[config.mk]
export PLATFORM = sky130hd
export DESIGN_NAME = wb_stage
export DESIGN_NICKNAME = d
export VERILOG_FILES = /design/src/rtl/mips_pkg.sv /design/src/rtl/load_align.sv /design/src/rtl/wb_stage.sv
export SDC_FILE = /design/constraint.sdc
export NUM_CORES = 1
export LEC_CHECK = 0
export BUFFER_PORTS_ARGS = -buffer_cell sky130_fd_sc_hd__buf_2
export CORE_MARGIN = 4
export CORE_UTILIZATION = 44
export CTS_CLUSTER_SIZE = 25
export DETAILED_ROUTE_END_ITERATION = 10
export HOLD_SLACK_MARGIN = 0.12
export PLACE_DENSITY = 0.78
export SETUP_SLACK_MARGIN = 0.5
export SYNTH_ARGS = -nofsm -noshare
export SYNTH_HDL_FRONTEND = slang
export SYNTH_SLANG_ARGS = --single-unit
[constraint.sdc]
create_clock -name clk -period 2.1 [get_ports clk]
set_input_delay 0.42 -clock clk [delete_from_list [all_inputs] [get_ports clk]]
set_output_delay 0.42 -clock clk [all_outputs]
set_load 0.05 [all_outputs]
[src/rtl/mips_pkg.sv]
// ============================================================================
// Module : mips_pkg
// Brief  : Shared load-type encodings, register constants and WB entry type.
// Rev    : 1.0  initial release
// ============================================================================
`default_nettype none

package mips_pkg;

    localparam logic [2:0] LT_LW  = 3'd0;
    localparam logic [2:0] LT_LH  = 3'd1;
    localparam logic [2:0] LT_LHU = 3'd2;
    localparam logic [2:0] LT_LB  = 3'd3;
    localparam logic [2:0] LT_LBU = 3'd4;

    localparam logic [4:0] REG_ZERO = 5'd0;

    typedef struct packed {
        logic        valid;
        logic        regwrite;
        logic [4:0]  rd;
        logic [31:0] data;
    } wb_entry_t;

endpackage : mips_pkg

`default_nettype wire

[src/rtl/load_align.sv]
// ============================================================================
// Module : load_align
// Brief  : Little-endian byte/halfword extraction with sign/zero extension.
// Rev    : 1.0  initial release
// ============================================================================
`default_nettype none

module load_align
    import mips_pkg::*;
(
    input  logic [31:0] i_mem_data,
    input  logic [1:0]  i_offset,
    input  logic [2:0]  i_load_type,
    output logic [31:0] o_data
);

    logic [7:0]  w_byte;
    logic [15:0] w_half;

    always_comb begin
        w_byte = 8'h00;
        case (i_offset)
            2'd0:    w_byte = i_mem_data[7:0];
            2'd1:    w_byte = i_mem_data[15:8];
            2'd2:    w_byte = i_mem_data[23:16];
            default: w_byte = i_mem_data[31:24];
        endcase
        // Halfword alignment uses only offset[1]; offset[0] is ignored.
        w_half = i_offset[1] ? i_mem_data[31:16] : i_mem_data[15:0];
    end

    always_comb begin
        o_data = i_mem_data;
        case (i_load_type)
            LT_LH:   o_data = {{16{w_half[15]}}, w_half};
            LT_LHU:  o_data = {16'h0000, w_half};
            LT_LB:   o_data = {{24{w_byte[7]}}, w_byte};
            LT_LBU:  o_data = {24'h000000, w_byte};
            default: o_data = i_mem_data;
        endcase
    end

endmodule : load_align

`default_nettype wire

[src/rtl/wb_stage.sv]
// ============================================================================
// Module : wb_stage
// Brief  : Write-back pipeline register with load alignment, hold/flush and
//          retirement counter.
// Rev    : 1.0  initial release
// ============================================================================
`default_nettype none

module wb_stage
    import mips_pkg::*;
(
    input  logic        clk,
    input  logic        rst,
    input  logic        in_valid,
    output logic        in_ready,
    input  logic        hold,
    input  logic        flush,
    input  logic        in_regwrite,
    input  logic        in_memtoreg,
    input  logic [4:0]  in_rd,
    input  logic [31:0] in_alu_result,
    input  logic [31:0] in_mem_data,
    input  logic [2:0]  in_load_type,
    output logic        write,
    output logic [4:0]  writereg,
    output logic [31:0] writedata,
    output logic        fwd_valid,
    output logic [4:0]  fwd_reg,
    output logic [31:0] fwd_data,
    output logic [31:0] retire_count
);

    wb_entry_t   entry_q, entry_d;
    logic        written_q, written_d;
    logic [31:0] retire_count_q, retire_count_d;
    logic [31:0] w_load_data;

    load_align u_load_align (
        .i_mem_data  (in_mem_data),
        .i_offset    (in_alu_result[1:0]),
        .i_load_type (in_load_type),
        .o_data      (w_load_data)
    );

    assign in_ready = !hold;

    always_comb begin
        entry_d        = entry_q;
        written_d      = written_q;
        retire_count_d = retire_count_q;

        // A valid entry retires whenever the stage advances, even under flush.
        if (entry_q.valid && !hold) begin
            retire_count_d = retire_count_q + 32'd1;
        end

        if (flush) begin
            entry_d.valid = 1'b0;
            written_d     = 1'b0;
        end else if (hold) begin
            // Entry already reached the register file once; block repeats.
            written_d = entry_q.valid;
        end else begin
            entry_d.valid = in_valid;
            written_d     = 1'b0;
            if (in_valid) begin
                entry_d.regwrite = in_regwrite;
                entry_d.rd       = in_rd;
                entry_d.data     = in_memtoreg ? w_load_data : in_alu_result;
            end
        end
    end

    always_ff @(posedge clk) begin
        if (rst) begin
            entry_q        <= '0;
            written_q      <= 1'b0;
            retire_count_q <= 32'd0;
        end else begin
            entry_q        <= entry_d;
            written_q      <= written_d;
            retire_count_q <= retire_count_d;
        end
    end

    assign write        = entry_q.valid && entry_q.regwrite &&
                          (entry_q.rd != REG_ZERO) && !written_q;
    assign writereg     = entry_q.rd;
    assign writedata    = entry_q.data;
    assign fwd_valid    = write;
    assign fwd_reg      = writereg;
    assign fwd_data     = writedata;
    assign retire_count = retire_count_q;

endmodule : wb_stage

`default_nettype wire

==> results of run 1 <==
layer usage:
layer / GRT usage [%] / wire (µm) / vias to the layer above
met1: 29.7 / 5810 / 2200
met3: 3.54 / 1010 / 28
met2: 40.0 / 7300 / 203
met4: 9.20 / 312 / 0
met5: 0 / 0 / -
li1: - / - / 2178
timing repair:
| action | 4_1_cts | 5_1_grt |
|---|---|---|
| endpoints found under the setup margin | 21 | 34 |
| cloned | 0 | 1 |
| hold endpoints to repair | 0 | 0 |
| setup buffers | 16 | 7 |
| gates resized for setup | 14 | 63 |
| pin swaps | 11 | 17 |
layout make-up:
type	instances	area, µm²	area share, %
clock buffers	11	131	2.22
clock inverters	5	33.8	0.570
inverters	13	48.8	0.824
multi-input cells	373	2620	44.2
flip-flops and latches	72	1520	25.7
well taps	133	166	2.81
repair buffers	235	1400	23.7
cells in the mapped netlist (6+ instances only):
cell / count
nand4_1: 6
nor2_1: 48
buf_2: 7
clkbuf_1: 22
xor2_1: 15
mux2i_1: 7
nand3_1: 14
nor3_1: 10
buf_4: 75
o21ai_0: 56
a221oi_1: 9
dfxtp_1: 72
a21oi_1: 50
xnor2_1: 14
inv_1: 13
nand2_1: 63
final timing paths:
| kind | to | cells past startpoint |
|---|---|---|
| worst max-delay path | fwd_valid | 4 |
| worst min-delay path | fwd_reg[0] | 3 |
| worst max register to register | retire_count[31] | 4 |
| worst min register to register | fwd_data[23] | 2 |
worst register-to-register path: cells and delay by family (launching register included):
family	cells	cell delay, ns
simple gates	3	1.09
flops	1	0.39
mux	1	0.31
logic make-up after synthesis:
| logic type | synth area share (%) |
|---|---|
| muxes | 3.40 |
| buffers and inverters | 16.8 |
| xor gates and xnor gates | 5.80 |
| AOI/OAI and AO/OA | 20.1 |
| and+or+nand+nor | 20.0 |
| adders and majority gates | 0.971 |
| DFF | 32.9 |
report_power, final:
part / total, mW / internal [mW] / switching, mW
Clock: 0.962 / 0.427 / 0.535
Combinational: 0.819 / 0.279 / 0.540
Sequential: 1.40 / 1.38 / 0.0242
Total: 3.18 / 2.08 / 1.10
metrics by stage:
| stage | setup TNS (ns) | utilization [%] | setup slack, ns |
|---|---|---|---|
| CTS | 0 | 57.0 | 0.0801 |
| finish | 0 | 60.9 | 0.157 |
| detailed placement | -0.0332 | 53.5 | -0.0332 |
| floorplan | 0 | - | 0.118 |
| global route | 0 | 60.9 | 0.105 |
| global placement | 0 | 53.5 | 0.00591 |
==> out/results.txt, run 1 <==
status: finished clean
Leakage: 2.71 nW
post-route ant nets: 0
most frequent cells in the layout: buf_2 (178), nand2_1 (63), nor2_1 (46)
Final Hold Fails: 0
iteration-0 DRC count of the detailed router: 418
port bufs: 187
critical path class: flop to output port
Worst Setup SP: fwd_reg[3]
core area: 9730 µm²
hold_sp: in_rd[0]
area of the die: 11600 µm²
Distinct cells, synth: 60
clk sinks: 72
Via Count: 4609
number of global-route vias before repair: 4339
die width: 108 µm
DRT Pass-1 Iters: 5
reg-to-reg slack, setup: 0.20 ns
global-route wire length before repair: 21.5 mm
P&R area growth vs syn: 35.1%
unrepaired setup endpoints after global routing: yes
Avg Synthesized Cell Area: 7.77 µm²
Post-Syn Area: 4380 µm²
Synth Register Bits: 72
delay-heaviest family, CP: simple AND/OR/NAND/NOR gates
Hold Path Class: input pin to flop
row count: 36
Worst slew margin: 65.8%
htree depth: 3
async set-or-reset flop fraction in the synthesized netlist: 0%
PD cells: 537 nW/µm²
root buffer cell: clkbuf_8
Worst-Margin Slew: 0.511 ns
Critical Path Fanout Max: 2
drt wl/cell: 17.1 µm
Critical Path Source Type: flop
DRC Markers: 0
hold_ws: 0.278 ns
WP data arrival: 1.52 ns
CTS buffer count: 9
finished layout cell area: 5920 µm²
Placement Cell Area: 5210 µm²
Period Utilization, post-route: 92.5%
Initial Util: 45.0%
TritonCTS clock tree: built
antenna diode count: 0
layout cells sized above 1: 50.2%
Clk Latency, worst-skew pair: 0.36 ns
Cells after Synth: 564
Tmin final: 1.94 ns
Nets: 784
Post-Syn Nets: 644
# IOs: 188
CP Cell Sequence: or4_4 -> nor2_4 -> nor3_2 -> buf_6
gr usage total: 23.5%
commonest non-fill, non-tap cell in the layout: buf_2
Post-synth EDFFs: 0
maxcap violations: 0
Slew Limit Fails: 0
Reg clk slew, reported paths: 0.09 ns
# hold bufs at CTS: 0
CP required: 1.68 ns
Critical R2R Launch: retire_count[23]
chip height: 108 µm
Cells after DPL: 802
total grt overflow: 0
slowest CP cell: or4_4
fillers: 855
dominant synthesized flop cell: dfxtp_1
final setup skew: 0.0107 ns
Fmax: 515 MHz
top-area cell type share of the netlist area: 32.9%
Peak VDD IR: 346 µV
crit path buf inv count: 1
worst stage delay on the critical path: 0.54 ns
initial antenna violation count: 0
Crit. End Element: output port
Final Non-Filler Cells: 842
DPL Wire Length: 10.2 mm
Longest Clk Path Bufs: 2
largest net degree at the start of global routing: 35
area leader, netlist: dfxtp_1
final wirelength: 14.4 mm
Setup-failing EPs final: 0
synth warn: 0
drt via density: 5.47
largest cells by area after synthesis: dfxtp_1 (33%), buf_4 (13%), o21ai_0 (6.4%), a21oi_1 (5.7%), nand2_1 (5.4%)
sequential share of the synthesized area: 32.9%
Final Wtd Congestion: 0.835
final total power: 3.18 mW
Power figures use the tool's default switching activity.
==> run 2: changes to the inputs <==
--- a/config.mk
+++ b/config.mk
@@ -12,7 +12,6 @@
 export DETAILED_ROUTE_END_ITERATION = 10
 export HOLD_SLACK_MARGIN = 0.12
 export PLACE_DENSITY = 0.78
-export SETUP_SLACK_MARGIN = 0.5
 export SYNTH_ARGS = -nofsm -noshare
 export SYNTH_HDL_FRONTEND = slang
 export SYNTH_SLANG_ARGS = --single-unit
==> run 2 against run 1 <==
Compared with the run above:
- via count shrank 4.2%
- combinational power shrank 13%
- worst hold slack better by 0.014 ns
- clock power up 22%
- sequential power about the same
- critical path depth is the same
- wire length decreased by 8.0%
- clock skew down 0.0053 ns
- sequential cell count unchanged
- sequential share of layout area increased by 2.3 points
- largest cell class unchanged
==> out/results.txt, run 2 (synthesis gave the netlist of run 1 again) <==
P&R area growth vs syn: 21.4%
met3 wire len: 930 µm (-7.6%)
root buffer cell: clkbuf_8
Fmax: 489 MHz (-5.0%)
Crit. End Element: output port
clk sinks: 72 (unchanged)
Peak VDD IR: 277 µV (-20%)
core area: 9730 µm² (unchanged)
antenna diode count: 0 (unchanged)
Clk Latency, worst-skew pair: 0.35 ns (about the same)
reg-to-reg slack, setup: 0.16 ns (-0.04 ns)
port bufs: 187 (unchanged)
wl on met1: 5.81 mm (about the same)
Slew Limit Fails: 0 (unchanged)
DRT Pass-1 Iters: 6 (+1)
Final Wtd Congestion: 0.866 (+3.7%)
chip height: 108 µm (unchanged)
Longest Clk Path Bufs: 2 (unchanged)
Leakage: 2.47 nW (-8.9%)
drt via density: 5.35 (-2.4%)
status: finished clean
Via Count: 4415 (-4.2%)
CTS buffer count: 9 (unchanged)
# hold bufs at CTS: 0 (unchanged)
CP required: 1.68 ns (about the same)
number of global-route vias before repair: 4231 (-2.5%)
Period Utilization, post-route: 97.4% (+4.9 points)
PD cells: 619 nW/µm² (+15%)
WP data arrival: 1.63 ns (+0.11 ns)
Worst slew margin: 56.5% (-9.3 points)
largest net degree at the start of global routing: 33 (-5.7%)
Worst-Margin Slew: 0.645 ns (+0.134 ns)
initial antenna violation count: 0 (unchanged)
# IOs: 188 (unchanged)
layout cells sized above 1: 39.7% (-11 points)
final wirelength: 13.3 mm (-8.0%)
area of the die: 11600 µm² (unchanged)
Reg clk slew, reported paths: 0.08 ns (about the same)
row count: 36 (unchanged)
Final Hold Fails: 0 (unchanged)
global-route wire length before repair: 21.1 mm (-2.0%)
Hold Path Class: input pin to flop
most frequent cells in the layout: buf_2 (186), nand2_1 (63), o21ai_0 (56)
Tmin final: 2.05 ns (+0.102 ns)
DPL Wire Length: 10.4 mm (+2.3%)
final setup TNS: 0 ns (unchanged)
total grt overflow: 0 (unchanged)
post-route ant nets: 0 (unchanged)
Cells after DPL: 810 (+1.0%)
Setup-failing EPs final: 0 (unchanged)
drt wl/cell: 16.1 µm (-6.3%)
final setup skew: 0.00539 ns (-0.00533 ns)
iteration-0 DRC count of the detailed router: 270 (-35%)
commonest non-fill, non-tap cell in the layout: buf_2
critical path class: flop to output port
TritonCTS clock tree: built
maxcap violations: 0 (unchanged)
Final Non-Filler Cells: 826 (-1.9%)
hold path depth: 2 (-1)
Critical Path Source Type: flop
die width: 108 µm (unchanged)
unrepaired setup endpoints after global routing: yes
htree depth: 3 (unchanged)
DRC Markers: 0 (unchanged)
Nets: 768 (-2.0%)
finished layout cell area: 5320 µm² (-10%)
Initial Util: 45.0% (unchanged)
Met2 Wirelength: 6.33 mm (-13%)
Critical Path Fanout Max: 4 (+2)
post-layout util: 54.7% (-6.2 points)
gr usage total: 22.7% (-0.77 points)
Post-CTS Setup Bufs: 0 (-16)
top routing layer used: met4
r2r worst-path depth: 5 (+1)
Placement Cell Area: 5100 µm² (-1.9%)
-- run 2: changes by cell type in the layout (fill, tap and decap cells not counted), sizes merged --
cell / before / now
buf: 231 / 219
inv: 13 / 14
bufinv: 0 / 1
clkinvlp: 1 / 0
clkbuf: 15 / 11
clkinv: 4 / 3
-- run 2: report_power, final --
| part | internal, mW | switching (mW) | leakage (nW) |
|---|---|---|---|
| Combinational | 0.232 | 0.481 | 1.76 |
| Clock | 0.628 | 0.544 | 0.109 |
| Sequential | 1.38 | 0.0244 | 0.596 |
-- run 2: layer usage --
| layer | track usage (%) | up-vias |
|---|---|---|
| li1 | - | 2143 |
| met1 | 29.6 | 2060 |
| met2 | 38.0 | 196 |
| met3 | 4.08 | 16 |
| met4 | 7.21 | 0 |
| met5 | 0 | - |
-- run 2: critical path, cell delays in order (launching register included) --
cell     delay (ns)
dfxtp_1        0.33
or4_1          0.54
nor2_1         0.13
nor3_2         0.06
buf_2          0.21
-- run 2: timing repair --
| item | CTS | global route |
|---|---|---|
| resized for setup | 0 | 2 |
| endpoints found under the setup margin | 0 | 1 |
| endpoints found under the hold margin | 0 | 0 |
-- run 2: worst paths after layout --
| kind | startpoint | end |
|---|---|---|
| min | flush | written_q |
| min reg2reg | entry_q[37] | entry_q[37] |
| max reg2reg | retire_count[8] | retire_count[31] |
| max | fwd_reg[0] | write |
-- run 2: cell type report --
cell class | count | area [µm²]
clock buffer | 11 | 153
clock inverter | 5 | 61.3
fill | 941 | 4410
inverter | 13 | 48.8
multi-input combinational | 373 | 2210
sequential | 72 | 1490
tap | 133 | 166
timing repair buffer | 219 | 1190
-- run 2: stage by stage --
| stage | total power, mW | setup slack (ns) | hold WS, ns |
|---|---|---|---|
| after floorplan | 1.97 | 0.000828 | 0.437 |
| after global placement | 2.14 | 0.0166 | 0.445 |
| after detailed placement | 2.15 | -0.00724 | 0.455 |
| after CTS | 3.31 | 0.0509 | 0.275 |
| after global routing | 3.44 | -0.00167 | 0.292 |
| final | 3.29 | 0.0550 | 0.293 |
